File: src/rtl/dcache_miss_ctrl.sv
// Miss sequencer for the two-way data cache: optional dirty-victim write-back, line refill, tag install.
// Optional performance counters are enabled with `define DCACHE_MISS_CTRL_PERF_EN.
//
// state    | meaning
// IDLE     | no miss in flight; a miss without flush starts a sequence
// WB_REQ   | write-back address phase, victim line address on the bus
// WB_DATA  | streaming victim beats to memory
// WB_RESP  | waiting for the write response
// RF_REQ   | refill address phase, missing line address on the bus
// RF_DATA  | writing returned beats into the data array
// REFRESH  | one-cycle tag install / LRU flip
module dcache_miss_ctrl #(
  parameter int ADDR_W     = 64,
  parameter int DATA_W     = 64,
  parameter int LINE_BEATS = 1
) (
  input  logic              clk,
  input  logic              rst,
  input  logic              flush,
  input  logic              miss,
  input  logic              write_back,
  input  logic [ADDR_W-1:0] cpu_addr,
  input  logic [ADDR_W-1:0] victim_addr,
  input  logic [DATA_W-1:0] victim_rdata,
  output logic [2:0]        victim_beat,
  output logic              stallreq,
  output logic              refill_we,
  output logic [2:0]        refill_beat,
  output logic [DATA_W-1:0] refill_data,
  output logic              refresh,
  output logic              mem_req,
  output logic              mem_we,
  output logic [ADDR_W-1:0] mem_addr,
  input  logic              mem_gnt,
  output logic [DATA_W-1:0] mem_wdata,
  output logic              mem_wvalid,
  output logic              mem_wlast,
  input  logic              mem_wready,
  input  logic              mem_bvalid,
  input  logic              mem_rvalid,
  input  logic [DATA_W-1:0] mem_rdata
`ifdef DCACHE_MISS_CTRL_PERF_EN
  ,
  output logic [31:0]       perf_miss_cnt,
  output logic [31:0]       perf_wb_cnt
`endif
);

  localparam int              OFF_W     = 3 + $clog2(LINE_BEATS);
  localparam logic [2:0]      LAST_BEAT = 3'(LINE_BEATS - 1);
  localparam logic [ADDR_W-1:0] LINE_MASK = ~((ADDR_W'(1) << OFF_W) - ADDR_W'(1));

  typedef enum logic [2:0] {
    IDLE, WB_REQ, WB_DATA, WB_RESP, RF_REQ, RF_DATA, REFRESH
  } state_t;

  state_t            state;
  logic [2:0]        beat_cnt;
  logic [ADDR_W-1:0] cpu_line;
  logic [ADDR_W-1:0] victim_line;
  logic              start;
  logic              last_beat;

  assign start     = miss & ~flush;
  assign last_beat = (beat_cnt == LAST_BEAT);

  always_ff @(posedge clk) begin
    if (rst) begin
      state       <= IDLE;
      beat_cnt    <= '0;
      cpu_line    <= '0;
      victim_line <= '0;
    end else begin
      case (state)
        IDLE: begin
          if (start) begin
            cpu_line    <= cpu_addr;
            victim_line <= victim_addr;
            beat_cnt    <= '0;
            state       <= write_back ? WB_REQ : RF_REQ;
          end
        end
        WB_REQ:  if (mem_gnt) state <= WB_DATA;
        WB_DATA: begin
          if (mem_wready) begin
            if (last_beat) begin
              beat_cnt <= '0;
              state    <= WB_RESP;
            end else begin
              beat_cnt <= beat_cnt + 3'd1;
            end
          end
        end
        WB_RESP: if (mem_bvalid) state <= RF_REQ;
        RF_REQ:  if (mem_gnt) state <= RF_DATA;
        RF_DATA: begin
          if (mem_rvalid) begin
            if (last_beat) begin
              beat_cnt <= '0;
              state    <= REFRESH;
            end else begin
              beat_cnt <= beat_cnt + 3'd1;
            end
          end
        end
        REFRESH: state <= IDLE;
        default: state <= IDLE;
      endcase
    end
  end

`ifdef DCACHE_MISS_CTRL_PERF_EN
  always_ff @(posedge clk) begin
    if (rst) begin
      perf_miss_cnt <= '0;
      perf_wb_cnt   <= '0;
    end else if (state == IDLE && start) begin
      if (perf_miss_cnt != 32'hFFFF_FFFF) perf_miss_cnt <= perf_miss_cnt + 32'd1;
      if (write_back && perf_wb_cnt != 32'hFFFF_FFFF) perf_wb_cnt <= perf_wb_cnt + 32'd1;
    end
  end
`endif

  // Outputs decode the registered state; buses are forced to zero outside their phase.
  always_comb begin
    stallreq    = (state != IDLE) | start;
    victim_beat = '0;
    refill_we   = 1'b0;
    refill_beat = '0;
    refill_data = '0;
    refresh     = 1'b0;
    mem_req     = 1'b0;
    mem_we      = 1'b0;
    mem_addr    = '0;
    mem_wdata   = '0;
    mem_wvalid  = 1'b0;
    mem_wlast   = 1'b0;
    case (state)
      WB_REQ: begin
        mem_req  = 1'b1;
        mem_we   = 1'b1;
        mem_addr = victim_line & LINE_MASK;
      end
      WB_DATA: begin
        mem_wvalid  = 1'b1;
        mem_wdata   = victim_rdata;
        mem_wlast   = last_beat;
        victim_beat = beat_cnt;
      end
      RF_REQ: begin
        mem_req  = 1'b1;
        mem_addr = cpu_line & LINE_MASK;
      end
      RF_DATA: begin
        if (mem_rvalid) begin
          refill_we   = 1'b1;
          refill_beat = beat_cnt;
          refill_data = mem_rdata;
        end
      end
      REFRESH: refresh = 1'b1;
      default: ;
    endcase
  end

endmodule
File: config.mk
export PLATFORM = sky130hd
export DESIGN_NAME = dcache_miss_ctrl
export DESIGN_NICKNAME = d
export VERILOG_FILES = /design/src/rtl/dcache_miss_ctrl.sv
export SDC_FILE = /design/constraint.sdc
export NUM_CORES = 1
export LEC_CHECK = 0
export CORE_AREA = 2 2 185 187
export CTS_CLUSTER_SIZE = 40
export DETAILED_ROUTE_END_ITERATION = 6
export DIE_AREA = 0 0 187 189
export PLACE_DENSITY_LB_ADDON = 0.3
export SYNTH_ARGS = -nofsm -noshare
export SYNTH_HDL_FRONTEND = slang
export SYNTH_SLANG_ARGS = --single-unit
File: constraint.sdc
create_clock -name clk -period 2.2 [get_ports clk]
set_input_delay 0.44 -clock clk [delete_from_list [all_inputs] [get_ports clk]]
set_output_delay 0.44 -clock clk [all_outputs]
set_load 0.005 [all_outputs]
[Yosys cells after proc, flatten, opt, wreduce, memory -nomap -nowiden]
Cells that the tools add are included.
Widths: inputs -> output; s select.
Storage, ports and cells
  memory bits (writable): 0
  memories kept: 0
  input port bits: 265
  register bits: 134
  output and inout port bits: 205
  latch bits: 0
  memory bits (read-only): 0
  logic and storage cells: 59
Operators by class
  multiply operators: 0
  shift-type cells: 0
  equality and inequality tests: 14
  bitwise logic cells: 3
  $add $sub $neg: 1
  reduce and logical (&&, ||, !) cells: 8
  magnitude comparators: 0
  mux-type cells: 29
  divide/modulo/power cells: 0
Operators by type and width (count)
  $mux 64: 3
  $pmux 64 s2: 1
  $mux 3: 16
  $pmux 3 s6: 1
  $ne 2x2->1 const B: 8
  $eq 3x3->1 const B: 3
  $pmux 3 s3: 1
  $reduce_and 8->1: 1
  $mux 1: 7
  $eq 3x2->1 const B: 2
  $logic_not 3->1: 2
  $reduce_bool 3->1: 2
  $reduce_and 4->1: 1
  $add 3x1->3 const B: 1
  $eq 3x1->1 const B: 1
  $reduce_and 2->1: 1
  $reduce_or 2->1: 1
  $and 1x1->1: 1
  $not 1->1: 1
  $or 1x1->1: 1

[Logic depth before layout (Yosys ltp)]
Gate-level depths: netlist (run 1).
  word-level depth: 4
  depth in mapped cells: 8
  mapped depth without buffers: 7

[Worst setup path after synthesis (run 1)]
Ideal clock, no wire load.
  path kind: flip-flop to output port
  start point: reg state[1]
  end point: out mem_addr[10]
  arrival: 1412 ps
  slack: 348 ps
  cell stages (with the launch flop): 7
  cell sequence: dfxtp_1 -> buf_6 -> clkbuf_1 -> nand2b_1 -> nor2_1 -> buf_2 -> a22o_1
Between the ends
  word-level cells in the longest chain between the ends: 2
  elaborated cells between the ends (all ways): 3
  those cells by class: eq/ne (2); mux (1)
Ends and longest elaborated chain
  start, declared: RTL line 57  | state_t state;
  start signal, assigned: RTL line 80  | state <= write_back ? WB_REQ : RF_REQ;
  $eq 3x3->1 or $eq 3x1->1 (tied branches): RTL line 138  | case (state)
  $pmux 64 s2 *: RTL line 138
  end, declared: RTL line 33  | output logic [ADDR_W-1:0] mem_addr,
Mark *: on every way between the ends. The rest lies on a longest branch, timed or not.

[Final worst setup path (run 1)]
  start point: reg state[1]
  end point: out mem_addr[29]
Same word-level chain as after synthesis.

==> results of run 1 <==
==> through the flow <==
| step | util | power, mW |
|---|---|---|
| 2_1_floorplan | - | 4.38 |
| 3_3_place_gp | 0.349 | 6.55 |
| 3_5_place_dp | 0.349 | 6.57 |
| 6_report | 0.383 | 10.6 |
| 5_1_grt | 0.383 | 11.2 |
| 4_1_cts | 0.382 | 10.6 |
==> cell usage after synthesis (2+ instances only) <==
cell type	count	area (µm²)
buf_2	16	80.1
a21oi_1	129	646
o21ai_2	2	17.5
o21ai_0	3	15.0
ha_1	2	25.0
or3_1	3	18.8
inv_1	2	7.51
dfxtp_1	128	2560
or4b_1	2	20.0
a22o_1	61	534
nand2_1	249	935
nor3_1	2	10.0
and2_1	66	413
nand2b_1	4	25.0
and3_1	67	419
nor2_1	8	30.0
clkbuf_1	59	221
buf_4	4	30.0
==> what timing repair did <==
item	in CTS	in global routing
endpoints found under the setup margin	202	143
pin swaps	28	40
setup buffers	44	10
gates resized for setup	506	219
gates cloned	8	9
==> kinds of logic (layout without fill, tap and decap cells) <==
family | after synthesis | in the layout | share of synthesized area
flops | 128 | 128 | 0.414
xor+xnor | 1 | 1 | 0.00142
buf+inv | 84 | 604 | 0.0579
other cells | 1 | 10 | 0.000606
simple gates | 410 | 410 | 0.315
compound gates | 202 | 202 | 0.205
mux | 1 | 1 | 0.00162
fa+ha+maj | 2 | 2 | 0.00405
==> worst max-delay path by stage <==
stage / start / endpoint / cells after the start
6_report: state[1] / mem_addr[29] / 8
5_1_grt: state[1] / mem_addr[47] / 9
4_1_cts: state[1] / mem_addr[39] / 8
3_5_place_dp: mem_rvalid / refill_data[52] / 5
3_3_place_gp: mem_rvalid / refill_data[52] / 5
2_1_floorplan: state[1] / mem_addr[10] / 6
==> layout make-up <==
class                   instances  area, µm²  area share
repair buffers                570       5600       0.439
diodes                          7       17.5     0.00137
inverters                       3       23.8     0.00187
well taps                     448        561      0.0440
clock buffers                  18        439      0.0345
multi-input cells             619       3400       0.267
clock inverters                13        129      0.0101
flip-flops and latches        128       2570       0.202
==> routing by layer <==
| metal | GRT usage | wire length, µm | vias up |
|---|---|---|---|
| met1 | 0.192 | 13200 | 3674 |
| li1 | - | - | 3818 |
| met3 | 0.0462 | 2030 | 43 |
| met5 | 0 | 0 | - |
| met2 | 0.331 | 17900 | 289 |
| met4 | 0.0672 | 1230 | 0 |
==> power by group <==
group          internal [mW]  switching (mW)  total (mW)
logic                   2.80            2.17        4.97
clock network           1.60            1.20        2.81
registers               2.64           0.183        2.83
total                   7.04            3.56        10.6
==> layout by cell type (no fill, tap or decap), types with 19 or more instances in the layout <==
cell             Yosys  final
buf_12               0     26
buf_4                4     35
buf_2               16     72
and2_1              66     40
clkbuf_16            0     26
nand2_1            249    248
dfxtp_1            128    125
a21oi_1            129    129
clkbuf_2             0     51
buf_6                1     50
clkdlybuf4s15_1      0     23
dlygate4sd2_1        0     19
and3_1              67     66
clkdlybuf4s50_1      0    256
a22o_1              61     61
and2_4               1     27
==> flip-flops by register name, indices dropped and copies added, names as in the netlist <==
register and cells:
beat_cnt 3, cpu_line 61, state 3, victim_line 61
==> critical path: stages, from the launching register on <==
cell and delay, ns:
dfxtp_4 0.36, buf_6 0.11, nor3b_4 0.22, buf_12 0.16, buf_12 0.12, buf_8 0.12, clkbuf_16 0.14, a22o_1 0.13
buf_2 0.11
==> results.sh, run 1 <==
export IMPL_violations="negative setup slack"
export IMPL_grt_pass1_vias=7403
export IMPL_critical_path_class="flop to primary output"
export IMPL_clk_insertion_delay_late_ns=0.43
export IMPL_place_port_buffers=460
export IMPL_fmax_ghz=0.432
export IMPL_drc=0
export IMPL_r2r_end="state[0]"
export IMPL_drv_slew=0
export IMPL_reg2regPathDepth=9
export IMPL_min_to="cpu_line[19]"
export IMPL_dpl_worst_slack_ns=-0.170
export IMPL_path_max_fanout=6
export IMPL_ant_nets=0
export IMPL_period_share=1.05
export IMPL_dieHeight_um=189
export IMPL_hold_viol=0
export IMPL_drt_first_pass_iters=4
export IMPL_holdCritStartpoint="cpu_line[19]"
export IMPL_ys_async_sr_fraction=0
export IMPL_cts_num_sinks=128
export IMPL_finalCriticalPeriod_ns=2.31
export IMPL_dp_hpwl_um=24500
export IMPL_dpl_cell_count=1708
export IMPL_yosysWarnings=0
export IMPL_avgSynthCellArea_um2=7.46
export IMPL_ys_ff_latch=128
export IMPL_fillers=3461
export IMPL_grt_ovfl_total=0
export IMPL_ys_types=40
export IMPL_root_buffer="clkbuf_16"
export IMPL_vias=7824
export IMPL_r2r_slack_ns=0.10
export IMPL_cts_path_max_buffers=2
export IMPL_syn_area_mm2=0.00618
export IMPL_tns_ns=-2.50
export IMPL_max_cap_violations=0
export IMPL_crit_required_ns=1.76
export IMPL_wl_per_cell_um=19.0
export IMPL_grt_usage=0.178
export IMPL_floorplan_io_pins=470
export IMPL_place_area_mm2=0.0116
export IMPL_stdcell_count=1806
export IMPL_die_area_mm2=0.0353
export IMPL_synthCells=829
export IMPL_drt_wl_total_um=34300
export IMPL_htree_levels=4
export IMPL_rsz0062_at_grt="yes"
export IMPL_yosysSeqAreaShare=0.414
export IMPL_synth_enable_flop_cells=0
export IMPL_drt_iter0_drc=326
export IMPL_row_count=67
export IMPL_power_density_mw_per_mm2=832
export IMPL_design_core_area_mm2=0.0333
export IMPL_fin_skew_ns=0.0280
export IMPL_syn_to_final_growth_pct=106
export IMPL_place_congestion=0.977
export IMPL_cp_start_kind="flop"
export IMPL_hold_class="flop to flop"
export IMPL_drive_gt1_frac=0.244
export IMPL_die_x_um=187
export IMPL_status="finished, violations left"
export IMPL_antenna_found_initial=9
export IMPL_cts_made_buffers=17
export IMPL_clk_pin_slew_ns=0.06
export IMPL_p_leak_nw=5.85
export IMPL_crit_arrival_ns=1.87
export IMPL_vdd_drop_max_mv=0.467
export IMPL_ys_flop_type="dfxtp_1"
export IMPL_grt_pass1_wl_um=47200
export IMPL_end_kind="primary output"
export IMPL_setup_viol=45
export IMPL_worst_slack_ns=-0.115
export IMPL_design_area_mm2=0.0127
export IMPL_cts_tree="built"
export IMPL_drt_vias_per_instance=4.33
export IMPL_ctsHoldBuffers=0
export IMPL_grt_max_degree=57
export IMPL_layout_nets=1606
export IMPL_regToRegStartpoint="state[0]"
export IMPL_initial_core_util=0.186
export IMPL_min_path_cells=2
export IMPL_hold_slack_ns=0.453
(Power assumes the default switching activity.)
==> inputs of run 2 (changes only) <==
- CTS_CLUSTER_DIAMETER: unset -> 200
- TNS_END_PERCENT: unset -> 5
==> results.sh, run 2 (synthesis results as in run 1) <==
export IMPL_floorplan_io_pins=470
export IMPL_violations="negative setup slack"
export IMPL_p_switching_mw=3.38
export IMPL_drv_slew=0
export IMPL_grt_usage=0.173
export IMPL_layout_commonest_cell="clkdlybuf4s50_1"
export IMPL_fmax_ghz=0.410
export IMPL_critical_path_class="flop to primary output"
export IMPL_power_density_mw_per_mm2=805
export IMPL_clock_power_share=0.280
export IMPL_fin_skew_ns=0.0255
export IMPL_drt_wl_total_um=32800
export IMPL_cts_tree="built"
export IMPL_die_x_um=187
export IMPL_period_share=1.11
export IMPL_clk_insertion_delay_late_ns=0.42
export IMPL_crit_arrival_ns=2.00
export IMPL_cp_start_kind="flop"
export IMPL_grt_pass1_wl_um=46000
export IMPL_path_max_fanout=7
export IMPL_finalCriticalPeriod_ns=2.44
export IMPL_worst_slack_ns=-0.237
export IMPL_clk_pin_slew_ns=0.06
export IMPL_layout_nets=1584
export IMPL_cts_path_max_buffers=2
export IMPL_hold_viol=0
export IMPL_rsz0062_at_grt="yes"
export IMPL_p_comb_frac=0.439
export IMPL_dieHeight_um=189
export IMPL_drc=0
export IMPL_internal_power_mw=6.65
export IMPL_initial_core_util=0.186
export IMPL_largest_registers="cpu_line (61), victim_line (61)"
export IMPL_place_port_buffers=460
export IMPL_ant_nets=0
export IMPL_drt_vias_per_instance=4.28
export IMPL_syn_to_final_growth_pct=101
export IMPL_design_core_area_mm2=0.0333
export IMPL_end_kind="primary output"
export IMPL_place_area_mm2=0.0116
export IMPL_die_area_mm2=0.0353
export IMPL_fillers=3460
export IMPL_dpl_cell_count=1708
export IMPL_design_area_mm2=0.0125
export IMPL_htree_levels=4
export IMPL_row_count=67
export IMPL_root_buffer="clkbuf_16"
export IMPL_dp_hpwl_um=24500
export IMPL_wl_per_cell_um=18.3
export IMPL_crit_required_ns=1.76
export IMPL_drt_iter0_drc=313
export IMPL_hold_class="flop to flop"
export IMPL_cts_made_buffers=17
export IMPL_drive_gt1_frac=0.194
export IMPL_p_leak_nw=5.45
export IMPL_status="finished, violations left"
export IMPL_vias=7658
export IMPL_setup_viol=50
export IMPL_place_congestion=0.977
export IMPL_grt_ovfl_total=0
export IMPL_max_cap_violations=0
export IMPL_vdd_drop_max_mv=0.458
export IMPL_drt_first_pass_iters=5
export IMPL_grt_max_degree=57
export IMPL_antenna_found_initial=10
export IMPL_cts_num_sinks=128
export IMPL_grt_pass1_vias=7227
export IMPL_switching_share=0.337
export IMPL_r2r_slack_ns=0.15
export IMPL_pwr_share_seq=0.281
export IMPL_final_cell_mix="263 x clkdlybuf4s50_1, 248 x nand2_1, 129 x a21oi_1, 125 x dfxtp_1, 65 x and3_1"
export IMPL_stdcell_count=1788
run 2: worst max-delay path, cell delays in order (launching register included):
cell and delay (ns):
dfxtp_4 0.35, buf_6 0.11, nor3b_4 0.21, buf_12 0.17, buf_6 0.12, a22o_1 0.12
clkdlybuf4s50_1 0.49
run 2: final cells by class:
cell class                      instances  area, µm²  share of cell area
Clock inverter                         13        129              0.0103
Inverter                                3       16.3             0.00131
Timing Repair Buffer                  548       5370               0.431
Antenna cell                           11       27.5             0.00221
Sequential cell                       128       2570               0.207
Tap cell                              448        561              0.0450
Clock buffer                           18        439              0.0353
Multi-Input combinational cell        619       3340               0.268
run 2: per-layer routing:
layer,share of wire,GRT usage,vias to the layer above,wire [µm]
li1,-,-,3775,-
met1,0.38,0.186,3556,12400
met2,0.52,0.326,293,17100
met3,0.064,0.0462,34,2120
met4,0.034,0.0614,0,1110
met5,0,0,-,0
run 2: final timing paths:
check,start,endpoint,depth (start not counted)
setup / recovery,state[1],mem_addr[54],6
setup reg to reg,state[2],state[0],8
hold / removal,cpu_line[19],cpu_line[19],2
hold reg to reg,cpu_line[19],cpu_line[19],2
run 2: power by group through the flow:
| stage | clock network [mW] | registers (mW) | logic [mW] |
|---|---|---|---|
| after global routing | 2.99 | 2.86 | 4.74 |
| after global placement | 0 | 2.85 | 3.70 |
| final | 2.80 | 2.82 | 4.40 |
| after detailed placement | 0 | 2.86 | 3.71 |
| after floorplan | 0 | 2.81 | 1.57 |
| after CTS | 2.93 | 2.82 | 4.29 |
run 2: metrics by stage:
stage / utilization / worst slack (ns) / power (mW) / hold WS [ns] / TNS (ns)
2_1_floorplan: - / 0.348 / 4.38 / 0.436 / 0
3_3_place_gp: 0.349 / -0.175 / 6.55 / 0.441 / -7.10
3_5_place_dp: 0.349 / -0.170 / 6.57 / 0.446 / -7.22
4_1_cts: 0.373 / -0.309 / 10.0 / 0.445 / -10.03
5_1_grt: 0.374 / -0.347 / 10.6 / 0.468 / -11.84
6_report: 0.374 / -0.237 / 10.0 / 0.453 / -5.19
run 2: repair_timing:
item,in CTS,in global routing
buffers inserted,25,8
pin swaps,15,10
resized for setup,420,141
hold buffers,0,0
gates cloned,3,2
endpoints found under the setup margin,202,163
==> inputs of run 3 (changes only) <==
- MAX_ROUTING_LAYER: unset -> met4
==> results.sh, run 3 (synthesis results as in run 1) <==
export IMPL_status="finished, violations left"
export IMPL_violations="negative setup slack"
export IMPL_drv_slew=0
export IMPL_drt_wl_total_um=32800
export IMPL_crit_required_ns=1.76
export IMPL_drt_iter0_drc=328
export IMPL_fmax_ghz=0.410
export IMPL_initial_core_util=0.186
export IMPL_cts_path_max_buffers=2
export IMPL_p_comb_frac=0.439
export IMPL_design_core_area_mm2=0.0333
export IMPL_htree_levels=4
export IMPL_floorplan_io_pins=470
export IMPL_cts_num_sinks=128
export IMPL_period_share=1.11
export IMPL_root_buffer="clkbuf_16"
export IMPL_layout_commonest_cell="clkdlybuf4s50_1"
export IMPL_place_port_buffers=460
export IMPL_finish_utilization=0.373
export IMPL_min_to="cpu_line[19]"
export IMPL_max_cap_violations=0
export IMPL_antenna_found_initial=10
export IMPL_power_total_mw=10.0
export IMPL_rsz0062_at_grt="yes"
export IMPL_drc=0
export IMPL_p_switching_mw=3.38
export IMPL_holdCritStartpoint="cpu_line[19]"
export IMPL_tns_ns=-5.07
export IMPL_cts_made_buffers=17
export IMPL_hold_viol=0
export IMPL_cts_tree="built"
export IMPL_clock_power_share=0.280
export IMPL_hold_slack_ns=0.453
export IMPL_ant_nets=0
export IMPL_grt_max_degree=57
export IMPL_path_max_fanout=7
export IMPL_syn_to_final_growth_pct=101
export IMPL_layout_nets=1584
export IMPL_row_count=67
export IMPL_dpl_worst_slack_ns=-0.170
export IMPL_crit_arrival_ns=2.00
export IMPL_final_cell_mix="263 x clkdlybuf4s50_1, 248 x nand2_1, 129 x a21oi_1, 125 x dfxtp_1, 65 x and3_1"
export IMPL_internal_power_mw=6.65
export IMPL_place_congestion=0.996
export IMPL_clk_insertion_delay_late_ns=0.42
export IMPL_pwr_share_seq=0.282
export IMPL_fin_skew_ns=0.0248
export IMPL_largest_registers="cpu_line (61), victim_line (61)"
export IMPL_p_leak_nw=5.46
export IMPL_hold_class="flop to flop"
export IMPL_critical_path_class="flop to primary output"
export IMPL_grt_ovfl_total=0
export IMPL_switching_share=0.337
export IMPL_drive_gt1_frac=0.196
export IMPL_r2r_slack_ns=0.15
export IMPL_drt_vias_per_instance=4.29
export IMPL_dieHeight_um=189
export IMPL_dp_hpwl_um=24500
export IMPL_r2r_end="state[0]"
export IMPL_end_kind="primary output"
export IMPL_die_area_mm2=0.0353
export IMPL_clk_pin_slew_ns=0.06
export IMPL_worst_slack_ns=-0.236
export IMPL_grt_pass1_wl_um=45900
export IMPL_regToRegStartpoint="state[2]"
export IMPL_grt_usage=0.179
export IMPL_vdd_drop_max_mv=0.457
export IMPL_setup_viol=49
export IMPL_power_density_mw_per_mm2=807
export IMPL_grt_pass1_vias=7250
export IMPL_min_path_cells=2
export IMPL_drt_first_pass_iters=5
export IMPL_reg2regPathDepth=8
export IMPL_die_x_um=187
export IMPL_cp_start_kind="flop"
export IMPL_finalCriticalPeriod_ns=2.44
export IMPL_wl_per_cell_um=18.4
export IMPL_vias=7664
run 3: final cells by class:
cell class              count  area, µm²
flip-flops and latches    128       2570
repair buffers            548       5340
clock buffers              18        439
inverters                   3       18.8
diodes                      9       22.5
clock inverters            13        129
multi-input cells         619       3340
well taps                 448        561
fillers                  3471      20900
run 3: worst max-delay path by stage:
| stage | slack, ns | cells after the start | end | start |
|---|---|---|---|---|
| 4_1_cts | -0.31 | 6 | mem_addr[54] | state[1] |
| 2_1_floorplan | 0.35 | 6 | mem_addr[10] | state[1] |
| 5_1_grt | -0.35 | 6 | mem_addr[54] | state[1] |
| 3_5_place_dp | -0.17 | 5 | refill_data[52] | mem_rvalid |
| 3_3_place_gp | -0.17 | 5 | refill_data[52] | mem_rvalid |
| 6_report | -0.24 | 6 | mem_addr[54] | state[1] |
run 3: timing repair:
action	CTS	global route
hold buffers	0	0
gates resized for setup	420	147
setup endpoints to repair	202	166
endpoints found under the hold margin	0	0
buffers inserted	25	8
gates cloned	3	2
pin swaps	15	10
run 3: critical path, stage by stage (launching register included):
cell	delay, ns
dfxtp_4	0.35
buf_6	0.11
nor3b_4	0.21
buf_12	0.17
buf_6	0.12
a22o_1	0.12
clkdlybuf4s50_1	0.49
run 3: per-stage QoR:
step / cells / instance area, µm²
2_1_floorplan: 831 / 6190
3_3_place_gp: 1708 / 11600
3_5_place_dp: 1708 / 11600
4_1_cts: 1767 / 12400
5_1_grt: 1783 / 12400
6_report: 1786 / 12400
run 3: metal layers:
metal | vias up | track usage | share of wire
met1 | 3577 | 0.187 | 0.38
met5 | - | - | 0
li1 | 3772 | - | -
met3 | 34 | 0.0473 | 0.062
met2 | 281 | 0.325 | 0.52
met4 | 0 | 0.0604 | 0.035
run 3: power by group through the flow:
stage               clock network (mW)  logic (mW)  registers (mW)
floorplan                            0        1.57            2.81
global route                      3.00        4.74            2.86
global placement                     0        3.70            2.85
detailed placement                   0        3.71            2.86
CTS                               2.93        4.29            2.82
finish                            2.80        4.40            2.82
